### config.mk
export PLATFORM = sky130hd
export DESIGN_NAME = mips_fetch_sequencer
export DESIGN_NICKNAME = d
export VERILOG_FILES = /design/src/rtl/mips_fetch_sequencer.sv
export SDC_FILE = /design/constraint.sdc
export NUM_CORES = 1
export LEC_CHECK = 0
export CAP_MARGIN = 20
export CORE_UTILIZATION = 43
export DETAILED_ROUTE_END_ITERATION = 12
export DONT_BUFFER_PORTS = 1
export PLACE_DENSITY = 0.69
export SYNTH_ARGS = -nofsm -noshare
export SYNTH_HDL_FRONTEND = slang
export SYNTH_SLANG_ARGS = --single-unit
### constraint.sdc
create_clock -name clk -period 8.8 [get_ports clk]
set_clock_uncertainty 0.1 [all_clocks]
set_input_delay 1.76 -clock clk [delete_from_list [all_inputs] [get_ports clk]]
set_output_delay 1.76 -clock clk [all_outputs]
set_load 0.005 [all_outputs]
### src/rtl/mips_fetch_sequencer.sv
// -----------------------------------------------------------------------------
// mips_fetch_sequencer
//
// Program counter and fetch sequencer for the MIPS_CORE datapath. It owns the
// IMEM byte address (ReadAddr) and each cycle chooses the next PC from the
// decode/execute feedback (Branch/BranchNe/Zero/Jump/SEImm/JumpValue).
// It also provides run/stall control, self-loop halt detection and a saturating
// retired-instruction counter.
//
// Parameters
//   ADDR_W    IMEM byte-address width (4..28)
//   RESET_PC  PC loaded on reset; bits [1:0] are forced to zero
//   CNT_W     width of the retired-instruction counter
//   HALT_EN   1 = stop in HALT on a self-loop, 0 = keep looping
//
// Ports
//   clk         rising-edge clock
//   reset       synchronous, active-high reset (wins over every other input)
//   run         level: 1 = advance, 0 = hold in IDLE
//   stall       level: 1 = hold the PC this cycle
//   Branch      current instruction is beq/bne
//   BranchNe    with Branch: 1 = bne (taken on !Zero), 0 = beq (taken on Zero)
//   Zero        ALU zero flag of the current instruction
//   Jump        current instruction is j
//   SEImm       sign-extended word offset of the branch
//   JumpValue   j-format target field
//   ReadAddr    current PC (IMEM byte address), bits [1:0] always zero
//   PCPlus4     ReadAddr + 4, modulo 2^ADDR_W (combinational)
//   Redirect    1 for one cycle after a retiring jump or taken branch
//   Halted      1 while in HALT
//   InstrCount  instructions retired since reset, saturating
// -----------------------------------------------------------------------------
module mips_fetch_sequencer #(
  parameter int unsigned ADDR_W   = 8,
  parameter logic [31:0] RESET_PC = 32'h0000_0000,
  parameter int unsigned CNT_W    = 16,
  parameter bit          HALT_EN  = 1'b1
) (
  input  logic              clk,
  input  logic              reset,
  input  logic              run,
  input  logic              stall,
  input  logic              Branch,
  input  logic              BranchNe,
  input  logic              Zero,
  input  logic              Jump,
  input  logic [31:0]       SEImm,
  input  logic [25:0]       JumpValue,
  output logic [ADDR_W-1:0] ReadAddr,
  output logic [ADDR_W-1:0] PCPlus4,
  output logic              Redirect,
  output logic              Halted,
  output logic [CNT_W-1:0]  InstrCount
);

  // Word-aligned reset PC; the low two bits of RESET_PC are dropped.
  localparam logic [ADDR_W-1:0] RESET_PC_AL = {RESET_PC[ADDR_W-1:2], 2'b00};
  localparam logic [ADDR_W-1:0] PC_STEP     = ADDR_W'(3'd4);
  localparam logic [CNT_W-1:0]  CNT_ONE     = CNT_W'(1'b1);

  typedef enum logic [1:0] {
    S_IDLE  = 2'd0,
    S_RUN   = 2'd1,
    S_STALL = 2'd2,
    S_HALT  = 2'd3
  } state_t;

  state_t              r_state;
  logic [ADDR_W-1:0]   r_pc;
  logic                r_redirect;
  logic                r_halted;
  logic [CNT_W-1:0]    r_cnt;

  logic [ADDR_W-1:0]   w_pc_plus4;
  logic [ADDR_W-1:0]   w_br_off;
  logic [ADDR_W-1:0]   w_br_tgt;
  logic [ADDR_W-1:0]   w_jmp_tgt;
  logic                w_br_taken;
  logic [ADDR_W-1:0]   w_next_pc;
  logic                w_take_redirect;
  logic                w_self_loop;
  logic [CNT_W-1:0]    w_cnt_next;
  logic                w_unused;

  // Only the low address bits of the offset / target fields are in range;
  // the remainder is intentionally discarded.
  assign w_unused = ^{SEImm, JumpValue, RESET_PC};

  assign w_pc_plus4 = r_pc + PC_STEP;
  assign w_br_off   = {SEImm[ADDR_W-3:0], 2'b00};
  assign w_br_tgt   = w_pc_plus4 + w_br_off;
  assign w_jmp_tgt  = {JumpValue[ADDR_W-3:0], 2'b00};
  assign w_br_taken = Branch & (BranchNe ? ~Zero : Zero);

  // Next-PC select: jump has priority over a taken branch, which has
  // priority over the sequential PC.
  always_comb begin
    w_next_pc       = w_pc_plus4;
    w_take_redirect = 1'b0;
    if (Jump) begin
      w_next_pc       = w_jmp_tgt;
      w_take_redirect = 1'b1;
    end else if (w_br_taken) begin
      w_next_pc       = w_br_tgt;
      w_take_redirect = 1'b1;
    end else begin
      w_next_pc       = w_pc_plus4;
      w_take_redirect = 1'b0;
    end
  end

  // Self-loop: the retiring instruction resolves to its own address.
  assign w_self_loop = (w_next_pc == r_pc);

  // Saturating increment of the retired-instruction counter.
  always_comb begin
    w_cnt_next = r_cnt;
    if (&r_cnt) begin
      w_cnt_next = r_cnt;
    end else begin
      w_cnt_next = r_cnt + CNT_ONE;
    end
  end

  // Sequencer FSM with PC, counter and status registers.
  always_ff @(posedge clk) begin
    if (reset) begin
      r_state    <= S_IDLE;
      r_pc       <= RESET_PC_AL;
      r_redirect <= 1'b0;
      r_halted   <= 1'b0;
      r_cnt      <= '0;
    end else begin
      // Redirect is a one-cycle pulse; only a retiring redirect re-arms it.
      r_redirect <= 1'b0;
      case (r_state)
        S_IDLE: begin
          if (run) begin
            r_state <= S_RUN;
          end
        end
        S_RUN: begin
          // run=0 takes precedence over stall.
          if (!run) begin
            r_state <= S_IDLE;
          end else if (stall) begin
            // The instruction in flight is not retired; its inputs are
            // re-evaluated once the stall drops.
            r_state <= S_STALL;
          end else begin
            r_cnt      <= w_cnt_next;
            r_redirect <= w_take_redirect;
            if (HALT_EN && w_self_loop) begin
              r_state  <= S_HALT;
              r_halted <= 1'b1;
            end else begin
              r_pc <= w_next_pc;
            end
          end
        end
        S_STALL: begin
          if (!run) begin
            r_state <= S_IDLE;
          end else if (!stall) begin
            r_state <= S_RUN;
          end
        end
        S_HALT: begin
          // Only reset leaves HALT.
          r_halted <= 1'b1;
        end
        default: begin
          r_state <= S_IDLE;
        end
      endcase
    end
  end

  assign ReadAddr   = r_pc;
  assign PCPlus4    = w_pc_plus4;
  assign Redirect   = r_redirect;
  assign Halted     = r_halted;
  assign InstrCount = r_cnt;

endmodule

==> flow_summary.yaml <==
synth:
  synthCells: 249
  ys_warn_count: 0
  avgSynthCellArea_sq_um: 8.46
  yosysTopAreaCellShare_pct: 26.6
  syn_nets: 328
  yosys-top-cells-area: "dfxtp_1 27%, ha_1 7.1%, xor2_1 6.2%"
  synth-seq-area-share_pct: 26.6
  synth_largest_area_cell: "dfxtp_1"
  syn-cell-area_sq_um: 2110
  synth_edf_count: 0
  ys_types: 60
  yosys_register_bits: 28
  async_reset_ff_share_pct: 0
  synth_ff_type: "dfxtp_1"
status:
  status: "finished clean"
layout:
  diodes: 0
  mostFrequentLayoutCell: "dfxtp_1"
  area_delta_synth_final_pct: 4.28
  final_cell_mix: "28 x dfxtp_1, 23 x nor2_1, 22 x nand2_1"
  seqCellArea_sq_um: 561
  layout-drive-gt1-share_pct: 7.50
  n_fill_cell: 453
  multi_input_area_sq_um: 1440
  fin_nets: 320
sta:
  max_freq_mhz: 240
  layout_worst_path_cycle_share_pct: 47.4
  setup-violations-final: 0
  hold_viol_final: 0
  holdWs_ns: 0.405
  tightest_slew_ns: 0.524
  tns_ns: 0
  grt_setup_unrepaired: "no"
  final_max_slew_viol_count: 0
  period_minus_slack_ns: 4.17
  relSlewSlack_pct: 64.1
grt:
  overflow: 0
  grt_pass1_vias: 1705
  grt_usage_pct: 18.9
  grt_max_degree: 27
  grt_pass1_wl_mm: 7.92
  grt_antenna_before_repair: 0
worst_setup_path:
  startpoint_type: "input pin"
  cp_max_fo: 5
  worstPathArrival_ns: 4.24
  end_kind: "register"
  crit_required_ns: 8.87
  worst-setup-path-type: "input pin to register"
routing:
  ant_nets: 0
  finalWirelength_mm: 4.72
  drc_errors: 0
  wire_per_inst_um: 15.4
  via_count: 1826
  first_pass_iters: 4
  via_per_inst: 5.95
  drt-initial-drc-count: 51
place:
  port_buffers: 0
  hpwl_mm: 3.56
  gp_congestion: 0.796
clock_tree:
  postCtsHoldBufs: 0
  htreeDepth: 1
  cts_root_buf: "clkbuf_8"
  tritoncts: "done"
  clk_path_buf_depth: 2
  clk_latency_ns: 0.28
  clkSinkCount: 28
  cts_setup_buffers: 0
  ctsResizeCount: 0
  cts_buffers: 3
  clkTransAtPathRegs_ns: 0.09
floorplan:
  core_area_sq_um: 4720
  fp.dieH_um: 72.0
  die-area_sq_um: 5180
  start_util_pct: 44.6
  io-pin-count: 100
  die_w_um: 72.0
  rows: 25
pwr:
  ir_worst_vdd_mv: 0.0916
  leakage_nw: 0.835
  p_per_area_nw_per_um2: 158
worst_hold_path:
  hold_class: "register to register"
run:
  maxCapViolations: 0
flip-flops by register name (all words and copies together), names as in the netlist:
signal      flops
Halted          1
r_state         2
InstrCount     16
ReadAddr        8
Redirect        1
power by group:
| group | switching (W) | internal, W |
|---|---|---|
| Sequential | 0.0000118 | 0.000134 |
| Clock | 0.0000414 | 0.0000610 |
| Combinational | 0.0000582 | 0.0000407 |
metrics by stage:
stage	instance area (sq um)	worst slack (ns)	util (%)	power [W]	std cells
4_1_cts	2200	4.61	46.5	0.000349	307
3_5_place_dp	2120	4.31	45.0	0.000246	303
3_3_place_gp	2120	4.36	45.0	0.000245	303
5_1_grt	2200	4.48	46.5	0.000368	307
6_report	2200	4.63	46.5	0.000347	307
2_1_floorplan	2110	4.54	-	0.000231	249
path summary, 6_finish.rpt:
kind / startpoint / slack (ns) / to / depth (start not counted)
worst max-delay path: SEImm[0] / 4.63 / ReadAddr[5] / 9
worst min-delay path: r_state[0] / 0.40 / r_state[0] / 2
worst max register to register: ReadAddr[3] / 5.27 / ReadAddr[5] / 12
worst min register to register: r_state[0] / 0.40 / r_state[0] / 2
per-layer routing:
layer	global-route usage (%)	part of all wire, %
met1	24.9	46
met2	29.5	45
met3	4.72	7.2
met4	7.84	1.9
met5	0	0
cell usage after synthesis, drive strengths merged, types with 2 or more instances:
library cell / n
nand4: 7
a41oi: 5
o311a: 3
clkbuf: 7
mux2i: 2
and4: 6
and3: 7
or2: 3
nand3: 10
ha: 12
o211a: 4
o311ai: 6
a2111oi: 4
dfxtp: 28
nor2: 23
a21oi: 11
a211oi: 6
xor2: 16
buf: 6
o211ai: 4
nand2b: 2
inv: 10
nand2: 22
xnor2: 5
and2: 3
or3: 5
nor2b: 4
o21ai: 11
worst max-delay path, stage by stage:
cell and delay [ns]:
ha_1 0.21, fa_1 0.44, a211oi_1 0.39, o311ai_2 0.19, or3_1 0.40, nand4_2 0.14, and4_4 0.29, a21oi_2 0.10
mux2_1 0.33
logic make-up after synthesis:
| group | Yosys count | synth area share, % |
|---|---|---|
| adder cells (fa/ha/maj) | 13 | 8.08 |
| multiplexers | 3 | 1.49 |
| flip-flops | 28 | 26.6 |
| XOR/XNOR | 21 | 9.09 |
| AND/OR/NAND/NOR | 98 | 25.0 |
| AO/OA/AOI/OAI | 63 | 24.9 |
| buffers and inverters | 23 | 4.87 |
layout make-up:
type,count,area share [%]
Tap cell,67,3.82
Sequential cell,28,25.5
Inverter,10,1.71
Clock inverter,1,1.37
Clock buffer,3,1.88
Multi-Input combinational cell,198,65.7
No activity file was read; power rests on OpenSTA's default activity.
